[src/rtl/calc_pkg.sv]
// calc_pkg: shared state type, key codes, width defaults and decimal shift helper
package calc_pkg;
    localparam int OP_W_DEF        = 12;
    localparam int RES_W_DEF       = 16;
    localparam int MAX_DIGITS_DEF  = 3;
    localparam int TIMEOUT_CYC_DEF = 1023;
    localparam logic [3:0] KEY_ADD = 4'hA;
    localparam logic [3:0] KEY_EQ  = 4'hB;
    localparam logic [3:0] KEY_CLR = 4'hC;
    typedef enum logic [2:0] {ENTER_A, ENTER_B, ADD_WAIT, CONV_WAIT, SHOW} state_t;
    function automatic logic [31:0] mul10_add(input logic [31:0] op, input logic [3:0] d);
        return (op << 3) + (op << 1) + {28'd0, d};
    endfunction
endpackage

[src/rtl/calc_key_accum.sv]
// calc_key_accum: one operand being typed - binary value, BCD shadow and digit count
module calc_key_accum
    import calc_pkg::*;
#(
    parameter int OP_W       = OP_W_DEF,
    parameter int MAX_DIGITS = MAX_DIGITS_DEF,
    localparam int CW        = $clog2(MAX_DIGITS + 1)
) (
    input  logic            clk,
    input  logic            rst,
    input  logic            clear,
    input  logic            load,
    input  logic [OP_W-1:0] load_value,
    input  logic            digit_en,
    input  logic [3:0]      digit,
    output logic [OP_W-1:0] value,
    output logic [15:0]     bcd,
    output logic [CW-1:0]   count
);
    // clear with a digit restarts the operand at that digit; digits past MAX_DIGITS are dropped
    always_ff @(posedge clk or negedge rst) begin
        if (!rst) begin
            value <= '0;
            bcd   <= '0;
            count <= '0;
        end else if (load) begin
            value <= load_value;
            bcd   <= '0;
            count <= '0;
        end else if (clear) begin
            value <= digit_en ? OP_W'(digit) : '0;
            bcd   <= digit_en ? {12'd0, digit} : '0;
            count <= digit_en ? CW'(1) : '0;
        end else if (digit_en && count < CW'(MAX_DIGITS)) begin
            value <= OP_W'(mul10_add(32'(value), digit));
            bcd   <= {bcd[11:0], digit};
            count <= count + CW'(1);
        end
    end
endmodule

[src/rtl/calc_sequencer.sv]
// calc_sequencer: keypad-driven operand entry and add -> BCD-convert -> display sequencing
// Optional ENTRY_ECHO_EN: while typing, the display echoes the operand being entered.
module calc_sequencer
    import calc_pkg::*;
#(
    parameter int OP_W        = OP_W_DEF,
    parameter int RES_W       = RES_W_DEF,
    parameter int MAX_DIGITS  = MAX_DIGITS_DEF,
    parameter int TIMEOUT_CYC = TIMEOUT_CYC_DEF
) (
    input  logic             clk,
    input  logic             rst,
    input  logic             key_valid,
    input  logic [3:0]       key_code,
    output logic             key_ready,
    output logic [OP_W-1:0]  num1,
    output logic [OP_W-1:0]  num2,
    output logic             add_start,
    input  logic             add_done,
    input  logic [RES_W-1:0] sum_in,
    output logic             conv_start,
    output logic [RES_W-1:0] conv_value,
    input  logic             conv_done,
    input  logic [15:0]      bcd_in,
    output logic [15:0]      disp_bcd,
    output logic             disp_valid,
    output logic             busy,
    output logic             err
);
    localparam int CW = $clog2(MAX_DIGITS + 1);
    localparam int WW = $clog2(TIMEOUT_CYC + 1);

    state_t          state, state_n;
    logic            live, acc, is_dig, t_out;
    logic            a_clr, b_clr, a_dig, b_dig, a_load, go_conv, go_show, tmo, clr_all;
    logic [WW-1:0]   wcnt;
    logic [15:0]     a_bcd, b_bcd, bcd_r;
    logic [CW-1:0]   a_cnt, b_cnt;
    logic            dv_r;
    logic [OP_W-1:0] chain_val;

    assign busy      = state == ADD_WAIT || state == CONV_WAIT;
    assign key_ready = live && !busy;
    assign acc       = key_valid && key_ready;
    assign is_dig    = key_code < 4'd10;
    assign t_out     = wcnt == WW'(TIMEOUT_CYC - 1);
    assign chain_val = |conv_value[RES_W-1:OP_W] ? '1 : conv_value[OP_W-1:0];

    calc_key_accum #(.OP_W(OP_W), .MAX_DIGITS(MAX_DIGITS)) u_acc_a (
        .clk(clk), .rst(rst), .clear(a_clr), .load(a_load), .load_value(chain_val),
        .digit_en(a_dig), .digit(key_code), .value(num1), .bcd(a_bcd), .count(a_cnt)
    );

    calc_key_accum #(.OP_W(OP_W), .MAX_DIGITS(MAX_DIGITS)) u_acc_b (
        .clk(clk), .rst(rst), .clear(b_clr), .load(1'b0), .load_value('0),
        .digit_en(b_dig), .digit(key_code), .value(num2), .bcd(b_bcd), .count(b_cnt)
    );

    // state register
    always_ff @(posedge clk or negedge rst) begin
        if (!rst) state <= ENTER_A;
        else      state <= state_n;
    end

    // next state and per-cycle operand/sequence controls; clear overrides everything
    always_comb begin
        state_n = state;
        a_clr   = 1'b0;
        b_clr   = 1'b0;
        a_dig   = 1'b0;
        b_dig   = 1'b0;
        a_load  = 1'b0;
        go_conv = 1'b0;
        go_show = 1'b0;
        tmo     = 1'b0;
        clr_all = 1'b0;
        case (state)
            ENTER_A: if (acc) begin
                if (is_dig) a_dig = 1'b1;
                else if (key_code == KEY_ADD) begin
                    b_clr   = 1'b1;
                    state_n = ENTER_B;
                end else if (key_code == KEY_EQ) begin
                    b_clr   = 1'b1;
                    state_n = ADD_WAIT;
                end
            end
            ENTER_B: if (acc) begin
                if (is_dig) b_dig = 1'b1;
                else if (key_code == KEY_EQ) state_n = ADD_WAIT;
            end
            ADD_WAIT: begin
                if (add_done) begin
                    go_conv = 1'b1;
                    state_n = CONV_WAIT;
                end else if (t_out) begin
                    tmo     = 1'b1;
                    state_n = SHOW;
                end
            end
            CONV_WAIT: begin
                if (conv_done) begin
                    go_show = 1'b1;
                    state_n = SHOW;
                end else if (t_out) begin
                    tmo     = 1'b1;
                    state_n = SHOW;
                end
            end
            SHOW: if (acc) begin
                if (is_dig) begin
                    a_clr   = 1'b1;
                    b_clr   = 1'b1;
                    a_dig   = 1'b1;
                    state_n = ENTER_A;
                end else if (key_code == KEY_ADD) begin
                    a_load  = 1'b1;
                    b_clr   = 1'b1;
                    state_n = ENTER_B;
                end
            end
            default: state_n = ENTER_A;
        endcase
        if (acc && key_code == KEY_CLR) begin
            clr_all = 1'b1;
            a_clr   = 1'b1;
            b_clr   = 1'b1;
            state_n = ENTER_A;
        end
    end

    // start pulses, conversion operand, wait timer, error flag and latched result
    always_ff @(posedge clk or negedge rst) begin
        if (!rst) begin
            live       <= 1'b0;
            add_start  <= 1'b0;
            conv_start <= 1'b0;
            conv_value <= '0;
            wcnt       <= '0;
            err        <= 1'b0;
            bcd_r      <= '0;
            dv_r       <= 1'b0;
        end else begin
            live       <= 1'b1;
            add_start  <= state != ADD_WAIT && state_n == ADD_WAIT;
            conv_start <= go_conv;
            if (go_conv) conv_value <= sum_in;
            wcnt       <= (busy && state_n == state) ? wcnt + WW'(1) : '0;
            err        <= clr_all ? 1'b0 : (err | tmo);
            if (clr_all) begin
                bcd_r <= '0;
                dv_r  <= 1'b0;
            end else if (go_show) begin
                bcd_r <= bcd_in;
                dv_r  <= 1'b1;
            end else if (tmo) dv_r <= 1'b0;
        end
    end

`ifdef ENTRY_ECHO_EN
    assign disp_bcd   = state == ENTER_A ? a_bcd : state == ENTER_B ? b_bcd : bcd_r;
    assign disp_valid = state == ENTER_A ? a_cnt != '0 : state == ENTER_B ? b_cnt != '0 : dv_r;
`else
    logic unused_shadow;
    assign unused_shadow = ^{a_bcd, b_bcd, a_cnt, b_cnt};
    assign disp_bcd   = bcd_r;
    assign disp_valid = dv_r;
`endif
endmodule

[config.mk]
export PLATFORM = sky130hd
export DESIGN_NAME = calc_sequencer
export DESIGN_NICKNAME = d
export VERILOG_FILES = /design/src/rtl/calc_pkg.sv /design/src/rtl/calc_key_accum.sv /design/src/rtl/calc_sequencer.sv
export SDC_FILE = /design/constraint.sdc
export NUM_CORES = 1
export LEC_CHECK = 0
export BUFFER_PORTS_ARGS = -buffer_cell sky130_fd_sc_hd__buf_2
export CORE_UTILIZATION = 52
export CTS_CLUSTER_SIZE = 20
export DETAILED_ROUTE_END_ITERATION = 8
export PLACE_DENSITY_LB_ADDON = 0.2
export SYNTH_ARGS = -nofsm -noshare
export SYNTH_HDL_FRONTEND = slang
export SYNTH_SLANG_ARGS = --single-unit
[constraint.sdc]
create_clock -name clk -period 3.8 [get_ports clk]
set_input_delay 0.19 -clock clk [delete_from_list [all_inputs] [get_ports clk]]
set_output_delay 0.19 -clock clk [all_outputs]
set_load 0.02 [all_outputs]
==> flow_metrics.tcl <==
set metrics [dict create \
    switchingPower_mw 1.95 \
    clock_skew_ns 0.00861 \
    finalHoldViolCount 17 \
    ys_seq_area_share_pct 42.3 \
    multi_input_area_um2 2540 \
    first_iter_violations 148 \
    period_share_pct 68.6 \
    critPathMaxStageDelay_ns 0.65 \
    slew_headroom_pct 33.9 \
    cts_max_level 3 \
    syn2layout_area_growth_pct 18.3 \
    regArea_um2 1950 \
    power_frac_comb_pct 54.2 \
    antenna_found_initial 0 \
    port_buffers 102 \
    die_y_um 96.2 \
    cts.sinks 78 \
    dpl.cell_count 646 \
    syn_avg_cell_area_um2 10.2 \
    critPathCaptureType "flop" \
    synth-main-ff-cell "dfrtp_1" \
    hold_path.class "input pin to async pin" \
    power.internal_mw 2.40 \
    ys_ff_latch 78 \
    root_buffer "clkbuf_8" \
    start_kind "flop" \
    fmax_mhz 384 \
    ctsResizeCount 0 \
    whs_ns -0.00828 \
    setup_viol 0 \
    grt_max_degree 79 \
    core-area_um2 8380 \
    p_seq_share_pct 30.8 \
    num_antenna_cells 0 \
    hpwlAfterDp_mm 7.70 \
    crit_chain "nand2b_1 -> inv_2 -> nor4_4 -> o21ai_0 -> mux2_2 -> a21oi_1" \
    synth_fp_nets 535 \
    viasPerCell 5.62 \
    grt_pass1_wl_mm 17.3 \
    setup_ws_ns 1.19 \
    final_antenna_net_count 0 \
    crit_fanout 19 \
    final_cells 667 \
    arrival_ns 2.89 \
    synth_area_leaders "dfrtp_1, ha_1, nand2_1" \
    clock_latency_ns 0.36 \
    fin_nets 642 \
    die-area_um2 9250 \
    status "finished, violations left" \
    rsz0062_at_grt "no" \
    synth_area_um2 4610 \
    rows 33 \
    grt_overflow 0 \
    peakVddDrop_mv 0.321 \
    synth_edf_count 0 \
    cts_made_buffers 9 \
    routed_wl_mm 10.5 \
    routedWlPerCell_um 15.8 \
    drive_above_1_share_pct 27.9 \
    drc 0 \
    crit_slowest_cell "nand2b_1" \
    num_vias 3746 \
    worstMarginPinSlew_ns 0.987 \
    chipWidth_um 96.2 \
    synthesis.instances 450 \
    first_global_vias 3747 \
    n_fill_cell 696 \
    gp_congestion 0.852 \
    boundaryPins 103 \
    synthArstFlopShare_pct 100 \
    initial_utilization_pct 55.0 \
    required_ns 4.08 \
    cts_tree "yes" \
    cts.clk_slew.worst_paths_ns 0.09 \
    cts.path.max_buffers 2 \
    ys_types 63 \
    cts_setup_buffers 0 \
    yosys.area.top_type "dfrtp_1" \
    power_switching_share_pct 44.8 \
    slew_violations 0 \
    synth_top_area_share_pct 42.3 \
    drtPass1Iterations 4 \
    finalSetupTns_ns 0 \
    drv_cap 0 \
    pwr-share-clk_pct 15.0 \
    power.leakage_nw 2.66 \
    violations "hold timing" \
    crit_type "flop to flop" \
    track_usage_pct 24.5 \
    pre_cts_slack_ns 1.20 \
    powerDensity_nw_per_um2 798 \
    min_period_ns 2.61 \
    synth.yosys.warnings 0 \
]
## path summary, 6_finish.rpt
check / startpoint / to / cells after the start / slack [ns]
max in group asynchronous: rst / u_acc_a.value[7]$_DFFE_PN0P_ / 1 / 3.17
max reg2reg: state[2]$_DFF_PN0_ / u_acc_a.value[11]$_DFFE_PN0P_ / 6 / 1.19
min reg2reg: u_acc_b.value[11]$_DFFE_PN0P_ / u_acc_b.value[11]$_DFFE_PN0P_ / 1 / 0.50
min: rst / u_acc_b.value[1]$_DFFE_PN0P_ / 1 / -0.008
max: state[2]$_DFF_PN0_ / u_acc_a.value[11]$_DFFE_PN0P_ / 6 / 1.19
min in group clk: bcd_in[15] / disp_bcd[15]$_DFFE_PN0P_ / 3 / 0.02
## worst max-delay path, delay by kind of cell, from the launching register on
family                 cells  cell delay, ns
AO/OA/AOI/OAI              2            0.30
multiplexers               1            0.29
buffers and inverters      1            0.23
flip-flops                 1            0.44
AND/OR/NAND/NOR            2            1.25
## what timing repair did
action	4_1_cts	5_1_grt
hold endpoints to repair	5	0
setup endpoints to repair	0	0
hold buffers	5	0
## Yosys cell counts, drive strengths merged (3+ instances only)
cell type and count:
o211ai 5, nor4 3, o31ai 3, xnor2 19, nor2 27, ha 40
a21o 3, o21bai 3, a21oi 19, clkbuf 4, buf 12, xor2 10
a211oi 4, nand3 25, a221oi 5, o21ai 25, a22o 5, or4 3
dfrtp 78, o21a 8, nand2b 3, nand2 61, mux2 17, and2 3
inv 8, nor2b 3, nor3 20, nand4 5, fa 4, o22ai 4
## placed cells by master (no fill, tap or decap), types with 4 or more instances in the layout
cell	netlist	routed
o21ai_0	22	22
clkbuf_8	0	9
dlygate4sd3_1	0	5
o22ai_1	4	4
o211ai_1	5	5
fa_1	4	4
o21a_1	8	8
a21oi_1	19	19
xor2_1	10	10
xnor2_1	19	19
a22o_1	5	5
mux2_2	17	17
inv_1	7	7
buf_2	5	101
dfrtp_1	78	78
buf_4	5	6
nand2_1	61	61
nor2_1	26	26
a211oi_1	4	4
ha_1	40	40
nand4_1	5	5
nand3_1	24	24
nor3_1	19	19
## final cells by class
class	instances	share of cell area [%]
multi-input combinational	348	46.5
inverter	8	0.550
timing repair buffer	112	11.0
tap	105	2.41
clock inverter	7	1.49
clock buffer	9	2.27
sequential	78	35.8
## stage by stage
| stage | total power [mW] | utilization (%) | cell area, µm² |
|---|---|---|---|
| 2_1_floorplan | 3.06 | - | 4610 |
| 3_3_place_gp | 3.64 | 62.1 | 5200 |
| 3_5_place_dp | 3.70 | 62.1 | 5200 |
| 4_1_cts | 4.38 | 65.1 | 5460 |
| 5_1_grt | 4.72 | 65.1 | 5460 |
| 6_report | 4.35 | 65.1 | 5460 |
## power by group through the flow
stage / Clock, mW / Combinational (mW) / Sequential (mW)
6_report: 0.652 / 2.36 / 1.34
4_1_cts: 0.667 / 2.37 / 1.34
2_1_floorplan: 0 / 1.48 / 1.58
3_3_place_gp: 0 / 2.30 / 1.34
3_5_place_dp: 0 / 2.35 / 1.35
5_1_grt: 0.701 / 2.64 / 1.38
## flip-flops by register name, indices dropped and copies added (netlist names)
signal	count
disp_valid	1
add_start	1
state	3
u_acc_b.value	12
conv_value	16
u_acc_b.count	2
err	1
u_acc_a.count	2
live	1
u_acc_a.value	12
disp_bcd	16
conv_start	1
wcnt	10
## kinds of logic after synthesis
group / count (synthesis) / share of synthesized area, %
AND/OR/NAND/NOR: 163 / 18.1
AO/OA/AOI/OAI: 94 / 14.6
flip-flops: 78 / 42.3
adder cells (fa/ha/maj): 44 / 12.6
other: 1 / 0.0813
buffers and inverters: 24 / 2.66
XOR/XNOR: 29 / 5.51
multiplexers: 17 / 4.15
## routing by layer
layer  GRT usage (%)  routed length [µm]
met5               0                   0
met4            7.84                 128
met3            5.92                 615
met2            40.5                5050
met1            31.6                4730
Power figures use the tool's default switching activity.
